==> config.mk <==
export PLATFORM = sky130hd
export DESIGN_NAME = pc_fetch_unit
export DESIGN_NICKNAME = d
export VERILOG_FILES = /design/src/rtl/pc_fetch_unit_pkg.sv /design/src/rtl/pc_next_sel.sv /design/src/rtl/pc_fetch_unit.sv
export SDC_FILE = /design/constraint.sdc
export NUM_CORES = 1
export LEC_CHECK = 0
export BUFFER_PORTS_ARGS = -buffer_cell sky130_fd_sc_hd__buf_2
export CAP_MARGIN = 20
export CORE_UTILIZATION = 58
export DETAILED_ROUTE_END_ITERATION = 10
export PLACE_DENSITY = 0.91
export SYNTH_ARGS = -nofsm -noshare
export SYNTH_HDL_FRONTEND = slang
export SYNTH_SLANG_ARGS = --single-unit
==> constraint.sdc <==
create_clock -name CLK -period 6 [get_ports CLK]
set_input_delay 0.6 -clock CLK [delete_from_list [all_inputs] [get_ports CLK]]
set_output_delay 0.6 -clock CLK [all_outputs]
set_load 0.005 [all_outputs]
==> src/rtl/pc_fetch_unit_pkg.sv <==
// Shared definitions for the instruction-fetch stage: the NOP encoding used
// for squashed slots, the default reset PC, the fetch FSM states and the
// next-PC source selector.
package pc_fetch_unit_pkg;

  // addi x0, x0, 0 : what IF/ID holds whenever it carries no real instruction
  localparam logic [31:0] NOP_INSTR        = 32'h0000_0013;
  localparam logic [31:0] DEFAULT_RESET_PC = 32'h0000_0000;
  localparam logic [31:0] WORD_ALIGN_MASK  = 32'hFFFF_FFFC;
  localparam logic [31:0] INSTR_BYTES      = 32'd4;

  typedef enum logic [1:0] {
    IDLE    = 2'd0,
    FETCH   = 2'd1,
    DISCARD = 2'd2
  } fetch_state_e;

  typedef enum logic [1:0] {
    PC_HOLD   = 2'd0,
    PC_TARGET = 2'd1,
    PC_INCR   = 2'd2
  } pc_src_e;

  // Redirect targets are forced to a word boundary; the low two bits are
  // don't-care from EX.
  function automatic logic [31:0] word_align(input logic [31:0] addr);
    return addr & WORD_ALIGN_MASK;
  endfunction

endpackage

==> src/rtl/pc_next_sel.sv <==
// Combinational next-PC selection for the fetch stage. Chooses between the
// aligned redirect target, the sequential PC+4 and holding the current PC.
// All state lives in pc_fetch_unit.
module pc_next_sel
  import pc_fetch_unit_pkg::*;
(
  input  logic        redirect_en_i,  // redirects honoured in this FSM state
  input  logic        advance_en_i,   // sequential advance allowed in this state
  input  logic        pc_sel_i,
  input  logic        stall_i,
  input  logic        busywait_i,
  input  logic [31:0] pc_i,
  input  logic [31:0] target_i,
  output logic [31:0] pc_plus4_o,
  output logic [31:0] pc_d_o
);

  pc_src_e src;

  // Modulo-2^32 increment: 32'hFFFF_FFFC + 4 wraps to zero by width truncation
  assign pc_plus4_o = pc_i + INSTR_BYTES;

  // Source priority: redirect beats stall, stall beats busywait, then advance
  always_comb begin
    src = PC_HOLD;
    if (redirect_en_i && pc_sel_i) begin
      src = PC_TARGET;
    end else if (advance_en_i && !stall_i && !busywait_i) begin
      src = PC_INCR;
    end
  end

  // Mux the selected source onto the next-PC bus
  always_comb begin
    pc_d_o = pc_i;
    unique case (src)
      PC_TARGET: pc_d_o = word_align(target_i);
      PC_INCR:   pc_d_o = pc_plus4_o;
      default:   pc_d_o = pc_i;
    endcase
  end

endmodule

==> src/rtl/pc_fetch_unit.sv <==
// Instruction-fetch stage of the RV32IM pipeline. Owns the PC and the fetch
// address register, issues instruction-memory reads, loads IF/ID, and
// handles EX redirects, load-use stalls and multi-cycle memory.
// Optional build macro: FLUSH_COUNT_EN adds a 32-bit FLUSH_COUNT output
// counting redirect edges.
module pc_fetch_unit
  import pc_fetch_unit_pkg::*;
#(
  parameter logic [31:0] RESET_PC = DEFAULT_RESET_PC
) (
  input  logic        CLK,
  input  logic        RESET,
  input  logic        PC_SEL,
  input  logic [31:0] BRANCH_TARGET,
  input  logic        STALL,
  output logic [31:0] IMEM_ADDRESS,
  output logic        IMEM_READ,
  input  logic [31:0] IMEM_READDATA,
  input  logic        IMEM_BUSYWAIT,
  output logic [31:0] IF_ID_PC,
  output logic [31:0] IF_ID_PC_PLUS4,
  output logic [31:0] IF_ID_INSTR,
  output logic        IF_ID_VALID,
  output logic        FLUSH
`ifdef FLUSH_COUNT_EN
  ,
  output logic [31:0] FLUSH_COUNT
`endif
);

  fetch_state_e state_q;
  logic [31:0]  pc_q;
  logic [31:0]  pc_d;
  logic [31:0]  pc_plus4;
  logic [31:0]  imem_addr_q;
  logic         imem_read_q;
  logic [31:0]  ifid_pc_q;
  logic [31:0]  ifid_pc_plus4_q;
  logic [31:0]  ifid_instr_q;
  logic         ifid_valid_q;
  logic         flush_q;
  logic         redirect_en;
  logic         advance_en;
  logic         redirect;

  assign redirect_en = (state_q != IDLE);
  assign advance_en  = (state_q == FETCH);
  assign redirect    = redirect_en && PC_SEL;

  pc_next_sel u_pc_next_sel (
    .redirect_en_i (redirect_en),
    .advance_en_i  (advance_en),
    .pc_sel_i      (PC_SEL),
    .stall_i       (STALL),
    .busywait_i    (IMEM_BUSYWAIT),
    .pc_i          (pc_q),
    .target_i      (BRANCH_TARGET),
    .pc_plus4_o    (pc_plus4),
    .pc_d_o        (pc_d)
  );

  // PC register; the next value already encodes redirect/stall/busy priority
  always_ff @(posedge CLK or negedge RESET) begin
    if (!RESET) begin
      pc_q <= RESET_PC;
    end else begin
      pc_q <= pc_d;
    end
  end

  // Fetch FSM with registered memory request, IF/ID register and flush pulse.
  // IMEM_ADDRESS tracks the PC except while a redirected busy read drains in
  // DISCARD, where it must stay on the wrong-path address until the memory
  // completes, then picks up the (possibly re-redirected) PC.
  always_ff @(posedge CLK or negedge RESET) begin
    if (!RESET) begin
      state_q         <= IDLE;
      imem_addr_q     <= RESET_PC;
      imem_read_q     <= 1'b0;
      ifid_pc_q       <= '0;
      ifid_pc_plus4_q <= '0;
      ifid_instr_q    <= NOP_INSTR;
      ifid_valid_q    <= 1'b0;
      flush_q         <= 1'b0;
    end else begin
      flush_q <= 1'b0;
      case (state_q)
        IDLE: begin
          state_q     <= FETCH;
          imem_read_q <= 1'b1;
        end

        FETCH: begin
          if (PC_SEL) begin
            ifid_valid_q <= 1'b0;
            ifid_instr_q <= NOP_INSTR;
            flush_q      <= 1'b1;
            if (IMEM_BUSYWAIT) begin
              state_q <= DISCARD;
            end else begin
              imem_addr_q <= pc_d;
            end
          end else if (STALL) begin
            // Hold address and IF/ID; the completed read is simply re-issued
          end else if (IMEM_BUSYWAIT) begin
            ifid_valid_q <= 1'b0;
            ifid_instr_q <= NOP_INSTR;
          end else begin
            ifid_pc_q       <= pc_q;
            ifid_pc_plus4_q <= pc_plus4;
            ifid_instr_q    <= IMEM_READDATA;
            ifid_valid_q    <= 1'b1;
            imem_addr_q     <= pc_d;
          end
        end

        DISCARD: begin
          if (PC_SEL) begin
            flush_q <= 1'b1;
          end else if (!IMEM_BUSYWAIT) begin
            imem_addr_q <= pc_q;
            state_q     <= FETCH;
          end
        end

        default: begin
          state_q <= IDLE;
        end
      endcase
    end
  end

`ifdef FLUSH_COUNT_EN
  logic [31:0] flush_count_q;

  // Redirect-edge counter, wraps naturally at 2^32
  always_ff @(posedge CLK or negedge RESET) begin
    if (!RESET) begin
      flush_count_q <= '0;
    end else if (redirect) begin
      flush_count_q <= flush_count_q + 32'd1;
    end
  end

  assign FLUSH_COUNT = flush_count_q;
`else
  logic unused_redirect;
  assign unused_redirect = redirect;
`endif

  assign IMEM_ADDRESS   = imem_addr_q;
  assign IMEM_READ      = imem_read_q;
  assign IF_ID_PC       = ifid_pc_q;
  assign IF_ID_PC_PLUS4 = ifid_pc_plus4_q;
  assign IF_ID_INSTR    = ifid_instr_q;
  assign IF_ID_VALID    = ifid_valid_q;
  assign FLUSH          = flush_q;

endmodule

# Yosys cells after proc, flatten, opt, wreduce, memory -nomap -nowiden

Cells that the tools add are included.

Reductions and logical operators: 13
Mux-type cells: 22
Add/sub/neg operators: 1
Bitwise logic cells: 3
Equal/unequal tests: 10

Operators with widths:

| operator                                             | number |
|---|---|
| 2-to-1 mux 32 bit                                    | 8 |
| one-hot mux 32 bit (2 select lines)                  | 2 |
| adder 32 x 3 -> 32 bit (second input constant)       | 1 |
| 2-to-1 mux 2 bit                                     | 6 |
| AND reduction 4 bit                                  | 3 |
| inequality test 2 bit (second input constant)        | 5 |
| one-hot mux 2 bit (3 select lines)                   | 1 |
| 2-to-1 mux 1 bit                                     | 5 |
| equality test 2 x 1 -> 1 bit (second input constant) | 2 |
| equality test 2 bit (second input constant)          | 2 |
| nonzero test 2 bit                                   | 2 |
| logical AND 1 bit                                    | 3 |
| inequality test 3 bit (second input constant)        | 1 |
| NOT 1 bit                                            | 3 |
| zero test 1 bit                                      | 2 |
| zero test 2 bit                                      | 1 |
| AND reduction 2 bit                                  | 1 |
| OR reduction 2 bit                                   | 1 |

Logic and storage cells: 58
Output and inout port bits: 131
Input port bits: 69
Register bits: 165

# Depth between registers and ports, before layout

Gate-level depths: netlist (run 1).

Depth in word-level cells: 11
Mapped depth: 9
Depth with buffers taken out: 7

# Hierarchy

A second synthesis (run 1) with hierarchy kept.

Cells, all modules: 638
Area, all modules: 7,873.8 µm²

By module, submodules not included:

| module        | times used | sequential area each (µm²) | cells an instance | area each (µm²) |
|---|---|---|---|---|
| pc_fetch_unit | 1          | 4,132.7                    | 380               | 6,329.8 |
| pc_next_sel   | 1          | 0.0                        | 258               | 1,544.0 |

# Worst setup path after synthesis (run 1)

OpenSTA, ideal clock, no wires.

Kind: register to register
Start: register state_q[1]
End: register imem_addr_q[21], in the netlist IMEM_ADDRESS[21]
Stages on the path, launching flop included: 9
Setup time: 65 ps
Data required time: 5,935 ps
Arrival time: 2,652 ps
Path slack: 3,284 ps
Period minus slack after synthesis: 2,716 ps
Buffers on the path: 1
Cells stage by stage: dfrtp_1 -> inv_1 -> ha_1 -> or3b_1 -> or4_1 -> clkbuf_1 -> or4_1 -> a221oi_2 -> a211o_1

Word-level cells in the longest chain between the ends: 11
Elaborated cells on any way between the ends: 20
Classes of those cells: eq/ne: 7; mux: 7; reduce/logical: 6

Ends and longest elaborated chain:

| item                                                                | RTL line                                  | source |
|---|---|---|
| start: declaration                                                  | pc_fetch_unit.sv:31                       | `fetch_state_e state_q;` |
| start signal: assignment                                            | pc_fetch_unit.sv:77                       | `state_q <= IDLE;` |
| start signal: assignment                                            | pc_fetch_unit.sv:89                       | `state_q <= FETCH;` |
| start signal: assignment                                            | pc_fetch_unit.sv:99                       | `state_q <= DISCARD;` |
| equality test 2 x 1 -> 1 bit                                        | pc_fetch_unit.sv:47, pc_fetch_unit.sv:87  |  |
| logical AND 1 bit (2 in a row)                                      | pc_next_sel.sv:28                         | `end else if (advance_en_i && !stall_i && !busywait_i) begin` |
| 2-to-1 mux 2 bit                                                    | pc_next_sel.sv:28                         |  |
| 2-to-1 mux 2 bit                                                    | pc_next_sel.sv:26                         | `if (redirect_en_i && pc_sel_i) begin` |
| equality test 2 bit or equality test 2 x 1 -> 1 bit (tied branches) | pc_next_sel.sv:36                         | `unique case (src)` |
| one-hot mux 32 bit (2 select lines)                                 | pc_next_sel.sv:36                         |  |
| 2-to-1 mux 32 bit                                                   | pc_fetch_unit.sv:98, pc_fetch_unit.sv:105 |  |
| 2-to-1 mux 32 bit                                                   | pc_fetch_unit.sv:103                      | `end else if (STALL) begin` |
| 2-to-1 mux 32 bit                                                   | pc_fetch_unit.sv:94                       | `if (PC_SEL) begin` |
| one-hot mux 32 bit (2 select lines)                                 | pc_fetch_unit.sv:87                       | `case (state_q)` |
| end signal: assignment                                              | pc_fetch_unit.sv:101                      | `imem_addr_q <= pc_d;` |
| end signal: assignment                                              | pc_fetch_unit.sv:113                      | `imem_addr_q <= pc_d;` |
| end signal: assignment                                              | pc_fetch_unit.sv:121                      | `imem_addr_q <= pc_q;` |
| end: declaration                                                    | pc_fetch_unit.sv:35                       | `logic [31:0] imem_addr_q;` |

Several ways; a longest one is shown, not always the timed one. The select of a mux whose other input is x is not followed.
A chain may end at the register's enable or synchronous reset.

# Worst setup path in the final report (run 1)

Same ends and word-level chain as after synthesis.

==> results of run 1 <==
## report_power, final
part / switching, mW / internal (mW)
sequential: 0.470 / 1.56
combinational: 0.986 / 0.784
clock: 0.457 / 0.573
total: 1.91 / 2.92
## flip-flops by register name (all words and copies together), names as in the netlist
signal	flops
IF_ID_INSTR	32
IF_ID_PC	32
IMEM_ADDRESS	32
pc_q	32
IF_ID_PC_PLUS4	30
state_q	2
FLUSH	1
IF_ID_VALID	1
IMEM_READ	1
## stage by stage
stage	power (mW)	worst slack [ns]	hold slack, ns	util
6_report	4.83	2.44	0.283	0.712
5_1_grt	5.14	2.36	0.340	0.712
4_1_cts	4.83	2.48	0.312	0.712
3_5_place_dp	3.78	2.52	0.458	0.670
3_3_place_gp	3.67	2.58	0.447	0.670
2_1_floorplan	3.05	3.28	0.304	-
## cells by family after synthesis
kind of cell	count (synthesis)
DFF	163
xor gates and xnor gates	50
AOI/OAI and AO/OA	176
buffers and inverters	80
adders and majority gates	6
and+or+nand+nor	349
muxes	17
## worst max path at each step
stage / start / end / slack (ns) / cells after the start
final: state_q[1] / IMEM_ADDRESS[21] / 2.44 / 7
after global routing: state_q[1] / IMEM_ADDRESS[21] / 2.36 / 7
after CTS: state_q[1] / IMEM_ADDRESS[21] / 2.48 / 7
after detailed placement: state_q[1] / IMEM_ADDRESS[21] / 2.52 / 7
after global placement: state_q[1] / IMEM_ADDRESS[21] / 2.58 / 7
after floorplan: state_q[1] / IMEM_ADDRESS[21] / 3.28 / 8
## critical path, stage by stage, from the launching register on
cell and delay (ns):
dfrtp_1 0.41, inv_1 0.12, ha_1 0.32, or3b_1 0.84, or4_1 0.85, or4_1 0.60, a221oi_2 0.23, a211o_1 0.12
## layout by cell type, fill, tap and decap left out, types with 18 or more instances in the layout
cell,n
xor2_1,18
o21ai_0,65
xnor2_1,32
a21oi_1,28
buf_2,196
nand2_1,194
nor2_1,50
dfrtp_1,160
a22o_1,30
## per-layer routing
| layer | vias to the layer above | GRT usage |
|---|---|---|
| met5 | - | 0 |
| met4 | 0 | 0.153 |
| met3 | 55 | 0.0586 |
| met2 | 403 | 0.494 |
| met1 | 3271 | 0.407 |
| li1 | 3193 | - |
## cell type report
cell class / count / share of cell area
multi-input cells: 598 / 0.368
repair buffers: 206 / 0.113
clock buffers: 17 / 0.0453
well taps: 176 / 0.0235
flip-flops and latches: 163 / 0.435
clock inverters: 15 / 0.0140
inverters: 3 / 0.00120
==> flow_metrics.env, run 1 <==
export IMPL_routed_wl_met3_mm=1.76
export IMPL_synth_main_ff_cell="dfrtp_1"
export IMPL_track_usage=0.310
export IMPL_critPathMaxFanout=24
export IMPL_drive_gt1_frac=0.252
export IMPL_cp_end_kind="flip-flop"
export IMPL_postRouteAntennaNets=0
export IMPL_hold_path_class="in2async"
export IMPL_yosysUniqueCellTypes=54
export IMPL_wl_met1_mm=8.54
export IMPL_postCtsSetupBuffers=0
export IMPL_final_nets=1064
export IMPL_dp_hpwl_mm=13.7
export IMPL_slew_viol_final=0
export IMPL_route_detailed_drc=0
export IMPL_layout_cells_non_filler=1178
export IMPL_synth_top_family_by_area="simple AND/OR/NAND/NOR gates"
export IMPL_path_clk_slew_ns=0.06
export IMPL_synthMuxAreaShare=0.0218
export IMPL_dp_cells=1146
export IMPL_synth_edff_count=0
export IMPL_row_count=42
export IMPL_gp_congestion=0.905
export IMPL_rsz0062_at_grt="no"
export IMPL_netlist_area_mm2=0.00780
export IMPL_grt_pass1_wl_mm=33.5
export IMPL_root_buffer="clkbuf_16"
export IMPL_ys_seq_elements=163
export IMPL_cts_inserted_buffers=17
export IMPL_synth_fa_ha_area_frac=0.00962
export IMPL_drtIter0Drc=727
export IMPL_crit_path_start_kind="flip-flop"
export IMPL_drt_first_pass_iters=6
export IMPL_leakage_nw=4.48
export IMPL_async_flop_share=1.00
export IMPL_cts_sinks=163
export IMPL_fillerInstances=1029
export IMPL_vdd_drop_max_v=0.000268
export IMPL_crit_arrival_ns=3.94
export IMPL_wl_per_cell_um=17.6
export IMPL_reg2reg_slack_ns=2.44
export IMPL_final_area_mm2=0.00939
export IMPL_cts_max_level=4
export IMPL_antenna_found_initial=0
export IMPL_top_layer_used="met4"
export IMPL_critPathKind="reg2reg"
export IMPL_rr_worst_depth=7
export IMPL_synth_common_cells="194 x nand2_1, 160 x dfrtp_1, 70 x clkbuf_1"
export IMPL_post_synth_top_count_cell="nand2_1"
export IMPL_power_density_mw_per_mm2=515
export IMPL_initial_core_util=0.592
export IMPL_setup_tns_ns=0
export IMPL_hold_viol_final=0
export IMPL_synth_warnings=0
export IMPL_synth_area_leader_cell="dfrtp_1"
export IMPL_status="finished clean"
export IMPL_synth_xor_area_frac=0.0561
export IMPL_grt_max_degree=108
export IMPL_syn_inst=841
export IMPL_max_slew_worst_pin_slew_ns=1.09
export IMPL_dieArea_mm2=0.0139
export IMPL_multiInputGateArea_mm2=0.00346
export IMPL_overflow=0
export IMPL_rr_startpoint="state_q[1]"
export IMPL_cap_violations=0
export IMPL_synth_simple_area_share=0.202
export IMPL_coreArea_mm2=0.0132
export IMPL_vias=6922
export IMPL_slew_headroom=0.276
export IMPL_r2r_end="IMEM_ADDRESS[21]"
export IMPL_clock_latency_ns=0.43
export IMPL_via_per_inst=5.88
export IMPL_diodes=0
export IMPL_portBuffers=197
export IMPL_wl_met2_mm=9.82
export IMPL_placed_area_mm2=0.00883
export IMPL_wirelength_mm=20.8
export IMPL_grt_pass1_vias=6722
export IMPL_period_needed_ns=3.56
export IMPL_regArea_mm2=0.00408
export IMPL_area_growth_pct=20.3
export IMPL_cts_hold_buffers_added=0
export IMPL_synth_top_area_share=0.513
export IMPL_fin_skew_ns=0.0121
export IMPL_io_pins=200
export IMPL_required_ns=6.37
export IMPL_fin_crit_sh=0.594
export IMPL_seq_area_frac_synth=0.523
export IMPL_synth_area_top_cells="dfrtp_1 51%, nand2_1 9.3%, o21ai_0 4.2%, xnor2_1 3.6%, a22o_1 3.4%"
export IMPL_fmax_mhz=281
export IMPL_cts_tree="yes"
export IMPL_cts_max_path_buffers=2
export IMPL_dieWidth_um=118
export IMPL_syn_area_per_cell_um2=9.28
export IMPL_synth_compound_gate_area_share=0.148
export IMPL_syn_nets=916
export IMPL_report_final_setup_viol=0
export IMPL_die_y_um=118
export IMPL_cts_resized=0
Note: power is estimated with default switching activity, not from simulation.
==> run 2, diff against run 1 <==
--- a/config.mk
+++ b/config.mk
@@ -7,9 +7,9 @@
 export LEC_CHECK = 0
 export BUFFER_PORTS_ARGS = -buffer_cell sky130_fd_sc_hd__buf_2
 export CAP_MARGIN = 20
-export CORE_UTILIZATION = 58
+export CORE_UTILIZATION = 53
 export DETAILED_ROUTE_END_ITERATION = 10
-export PLACE_DENSITY = 0.91
+export PLACE_DENSITY = 0.85
 export SYNTH_ARGS = -nofsm -noshare
 export SYNTH_HDL_FRONTEND = slang
 export SYNTH_SLANG_ARGS = --single-unit
==> constraint.sdc (replaced) <==
create_clock -name CLK -period 3.7 [get_ports CLK]
set_input_delay 0.37 -clock CLK [delete_from_list [all_inputs] [get_ports CLK]]
set_output_delay 0.37 -clock CLK [all_outputs]
set_load 0.005 [all_outputs]
==> flow_metrics.env, run 2 (synthesis gave the netlist of run 1 again) <==
export IMPL_drive_gt1_frac=0.253
export IMPL_routed_wl_met3_mm=2.40
export IMPL_hold_viol_final=0
export IMPL_totalPowerFinal_mw=8.02
export IMPL_initial_core_util=0.554
export IMPL_rsz0062_at_grt="no"
export IMPL_final_area_mm2=0.00950
export IMPL_max_slew_worst_pin_slew_ns=1.09
export IMPL_required_ns=4.07
export IMPL_cts_max_level=4
export IMPL_fmax_mhz=328
export IMPL_grt_pass1_wl_mm=33.9
export IMPL_cts_tree="yes"
export IMPL_setup_tns_ns=0
export IMPL_slew_headroom=0.269
export IMPL_cts_hold_buffers_added=0
export IMPL_reg2reg_slack_ns=0.65
export IMPL_seqPwrFrac=0.414
export IMPL_antenna_found_initial=1
export IMPL_cts_max_path_buffers=2
export IMPL_wl_per_cell_um=18.4
export IMPL_setup_slack_ns=0.648
export IMPL_critPathKind="reg2reg"
export IMPL_wirelength_mm=21.9
export IMPL_die_y_um=123
export IMPL_postCtsSetupBuffers=0
export IMPL_leakage_nw=4.54
export IMPL_final_nets=1068
export IMPL_crit_chain="inv_1, ha_1, or3b_1, or4_1, or4_1, a221oi_2, a211o_1"
export IMPL_sw_frac_of_total=0.395
export IMPL_coreArea_mm2=0.0141
export IMPL_dp_cells=1154
export IMPL_mostFrequentLayoutCell="buf_2"
export IMPL_wl_met2_mm=9.73
export IMPL_fin_skew_ns=0.00574
export IMPL_crit_path_start_kind="flip-flop"
export IMPL_gp_congestion=0.937
export IMPL_clock_latency_ns=0.43
export IMPL_switchingPower_mw=3.16
export IMPL_route_detailed_drc=0
export IMPL_grt_max_degree=102
export IMPL_slew_viol_final=0
export IMPL_status="finished clean"
export IMPL_fin_worst_hold_slack_ns=0.0384
export IMPL_cts_sinks=163
export IMPL_hold_path_class="in2async"
export IMPL_vdd_drop_max_v=0.000462
export IMPL_p_clk_frac=0.222
export IMPL_pwr_share_comb=0.364
export IMPL_drtIter0Drc=779
export IMPL_dieArea_mm2=0.0152
export IMPL_cts_resized=0
export IMPL_track_usage=0.298
export IMPL_utilization=0.674
export IMPL_report_final_setup_viol=0
export IMPL_cts_inserted_buffers=17
export IMPL_io_pins=200
export IMPL_power_density_mw_per_mm2=844
export IMPL_vias=6902
export IMPL_cp_end_kind="flip-flop"
export IMPL_postRouteAntennaNets=0
export IMPL_crit_arrival_ns=3.42
export IMPL_path_clk_slew_ns=0.07
export IMPL_top_layer_used="met4"
export IMPL_crit_path_top_delay_cell="or4_1"
export IMPL_cap_violations=0
export IMPL_drt_first_pass_iters=8
export IMPL_cpPeakStageDelay_ns=0.69
export IMPL_grt_pass1_vias=6474
export IMPL_via_per_inst=5.81
export IMPL_fillerInstances=1147
export IMPL_layout_common_cells="196 x buf_2, 194 x nand2_1, 160 x dfrtp_1"
export IMPL_critPathBufInv=1
export IMPL_dp_slack_ns=0.718
export IMPL_overflow=0
export IMPL_root_buffer="clkbuf_16"
export IMPL_regArea_mm2=0.00408
export IMPL_wl_met1_mm=9.02
export IMPL_dieWidth_um=123
export IMPL_period_needed_ns=3.05
export IMPL_critPathMaxFanout=8
export IMPL_path_common_cell="or4_1"
export IMPL_fin_crit_sh=0.825
export IMPL_dp_hpwl_mm=15.1
export IMPL_critPathTopFamily="simple AND/OR/NAND/NOR gates"
export IMPL_multiInputGateArea_mm2=0.00345
export IMPL_area_growth_pct=21.7
export IMPL_layout_cells_non_filler=1187
export IMPL_row_count=43
export IMPL_placed_area_mm2=0.00890
export IMPL_internal_power_mw=4.85
export IMPL_portBuffers=197
==> run 2: layout make-up <==
| type | instances | share of cell area |
|---|---|---|
| antenna | 1 | 0.000263 |
| clock buffer | 18 | 0.0462 |
| clock inverter | 14 | 0.0162 |
| inverter | 3 | 0.00119 |
| multi-input combinational | 598 | 0.363 |
| sequential | 163 | 0.430 |
| tap | 180 | 0.0237 |
| timing repair buffer | 210 | 0.120 |
==> run 2: power groups by stage <==
stage	Clock, mW	Combinational (mW)	Sequential (mW)
after floorplan	0	1.99	2.96
after global placement	0	2.81	3.26
after detailed placement	0	2.89	3.30
after CTS	1.80	2.92	3.29
after global routing	1.87	3.28	3.42
final	1.78	2.92	3.32
==> run 2: path summary, 6_finish.rpt <==
check / to / startpoint / depth (start not counted)
max: IMEM_ADDRESS[21] / state_q[1] / 7
min: IF_ID_VALID / RESET / 1
max reg2reg: IMEM_ADDRESS[21] / state_q[1] / 7
min reg2reg: IF_ID_PC[18] / IF_ID_PC[18] / 2
max in group asynchronous: IF_ID_INSTR[1] / RESET / 2
min in group CLK: IF_ID_INSTR[24] / IMEM_READDATA[24] / 2
==> run 2: per-layer routing <==
layer  up-vias  track usage
met3        65       0.0844
met1      3246        0.396
met2       389        0.448
met4         0        0.143
met5         -            0
li1       3202            -
==> run 3, diff against run 2 <==
--- a/config.mk
+++ b/config.mk
@@ -7,9 +7,9 @@
 export LEC_CHECK = 0
 export BUFFER_PORTS_ARGS = -buffer_cell sky130_fd_sc_hd__buf_2
 export CAP_MARGIN = 20
-export CORE_UTILIZATION = 53
+export CORE_UTILIZATION = 48
 export DETAILED_ROUTE_END_ITERATION = 10
-export PLACE_DENSITY = 0.85
+export PLACE_DENSITY = 0.81
 export SYNTH_ARGS = -nofsm -noshare
 export SYNTH_HDL_FRONTEND = slang
 export SYNTH_SLANG_ARGS = --single-unit
==> constraint.sdc (replaced) <==
create_clock -name CLK -period 2.7 [get_ports CLK]
set_input_delay 0.27 -clock CLK [delete_from_list [all_inputs] [get_ports CLK]]
set_output_delay 0.27 -clock CLK [all_outputs]
set_load 0.005 [all_outputs]
==> flow_metrics.env, run 3 (synthesis gave the netlist of run 1 again) <==
export IMPL_fmax_mhz=391
export IMPL_vias=6866
export IMPL_dp_slack_ns=0.0889
export IMPL_overflow=0
export IMPL_antenna_found_initial=1
export IMPL_path_clk_slew_ns=0.06
export IMPL_setup_tns_ns=0
export IMPL_portBuffers=197
export IMPL_required_ns=3.06
export IMPL_cts_max_path_buffers=2
export IMPL_crit_path_start_kind="flip-flop"
export IMPL_vdd_drop_max_v=0.000618
export IMPL_area_growth_pct=24.7
export IMPL_leakage_nw=4.65
export IMPL_layout_common_cells="196 x buf_2, 194 x nand2_1, 160 x dfrtp_1"
export IMPL_route_detailed_drc=0
export IMPL_crit_chain="inv_2, ha_2, or3b_1, or4_1, or4_1, a221oi_2, a211o_1"
export IMPL_period_needed_ns=2.56
export IMPL_slew_headroom=0.348
export IMPL_rsz0062_at_grt="yes"
export IMPL_layout_cells_non_filler=1255
export IMPL_clock_latency_ns=0.43
export IMPL_critPathTopFamily="simple AND/OR/NAND/NOR gates"
export IMPL_cap_violations=0
export IMPL_track_usage=0.264
export IMPL_final_nets=1100
export IMPL_max_slew_worst_pin_slew_ns=0.975
export IMPL_wirelength_mm=21.4
export IMPL_fin_worst_hold_slack_ns=0.0601
export IMPL_root_buffer="clkbuf_16"
export IMPL_cpPeakStageDelay_ns=0.58
export IMPL_dp_hpwl_mm=15.3
export IMPL_grt_max_degree=71
export IMPL_drt_first_pass_iters=8
export IMPL_gp_congestion=0.881
export IMPL_die_y_um=130
export IMPL_cts_sinks=163
export IMPL_slew_viol_final=0
export IMPL_mostFrequentLayoutCell="buf_2"
export IMPL_grt_pass1_wl_mm=33.6
export IMPL_critPathBufInv=1
export IMPL_postRouteAntennaNets=0
export IMPL_hold_viol_final=0
export IMPL_wl_per_cell_um=17.1
export IMPL_fin_crit_sh=0.948
export IMPL_dieWidth_um=130
export IMPL_report_final_setup_viol=0
export IMPL_io_pins=200
export IMPL_dieArea_mm2=0.0168
export IMPL_cp_end_kind="flip-flop"
export IMPL_initial_core_util=0.491
export IMPL_dp_cells=1221
export IMPL_row_count=46
export IMPL_critPathKind="reg2reg"
export IMPL_fillerInstances=1332
export IMPL_via_per_inst=5.47
export IMPL_grt_pass1_vias=6594
export IMPL_crit_arrival_ns=2.93
export IMPL_power_density_mw_per_mm2=1120
export IMPL_setup_slack_ns=0.140
export IMPL_critPathMaxFanout=4
export IMPL_hold_path_class="in2reg"
export IMPL_crit_path_top_delay_cell="or4_1"
export IMPL_cts_max_level=4
export IMPL_coreArea_mm2=0.0159
export IMPL_drive_gt1_frac=0.278
export IMPL_totalPowerFinal_mw=10.9
export IMPL_cts_tree="yes"
export IMPL_drtIter0Drc=655
export IMPL_path_common_cell="or4_1"
export IMPL_cts_inserted_buffers=17
export IMPL_fin_skew_ns=0.0131
export IMPL_status="finished clean"
run 3: changes by cell type in the layout (fill, tap and decap cells not counted), moves of 2 or more:
cell        previous run  this run
buf_12                 4         2
buf_4                  9        42
bufinv_16              2         0
clkinv_2               3         1
clkinvlp_4             2         6
run 3: final cells by class:
cell class                      count  area, µm²  area share
Antenna cell                        1       2.50    0.000257
Clock buffer                       19        443      0.0455
Clock inverter                     13        103      0.0105
Inverter                            3       11.3     0.00116
Multi-Input combinational cell    598       3460       0.356
Sequential cell                   163       4080       0.419
Tap cell                          216        270      0.0278
Timing Repair Buffer              242       1360       0.139
run 3: repair_timing:
item / in CTS / in global routing
hold endpoints to repair: 64 / 0
hold buffers: 1 / 0
buffers inserted: 0 / 0
gates resized for setup: 0 / 2
setup endpoints to repair: 0 / 11
run 3: worst reg2reg max path, cell delays in order, from the launching register on:
cell	delay, ns
dfrtp_1	0.41
inv_2	0.09
ha_2	0.17
or3b_1	0.35
or4_1	0.58
or4_1	0.56
a221oi_2	0.22
a211o_1	0.12
run 3: through the flow:
stage                     cell area, µm²  utilization
after floorplan                     7810            -
after global placement              9170        0.577
after detailed placement            9170        0.577
after CTS                           9730        0.612
after global routing                9730        0.613
final                               9730        0.613
run 3: final timing paths:
kind	from	endpoint	slack (ns)	cells past startpoint
min in group asynchronous	RESET	pc_q[13]	0.41	2
min	IMEM_READDATA[22]	IF_ID_INSTR[22]	0.06	2
max reg2reg	state_q[1]	IMEM_ADDRESS[21]	0.14	7
min reg2reg	IMEM_READ	IMEM_READ	0.46	1
max	state_q[1]	IMEM_ADDRESS[21]	0.14	7
max in group asynchronous	RESET	IF_ID_PC_PLUS4[21]	1.49	3
run 3: routing by layer:
layer / share of wire / track usage
met1: 0.42 / 0.340
met2: 0.47 / 0.422
met3: 0.090 / 0.0797
met4: 0.023 / 0.0992
met5: 0 / 0
run 3: power breakdown:
| group | internal [mW] | switching, mW |
|---|---|---|
| Clock | 1.21 | 1.03 |
| Sequential | 3.47 | 0.897 |
| Combinational | 1.95 | 2.38 |
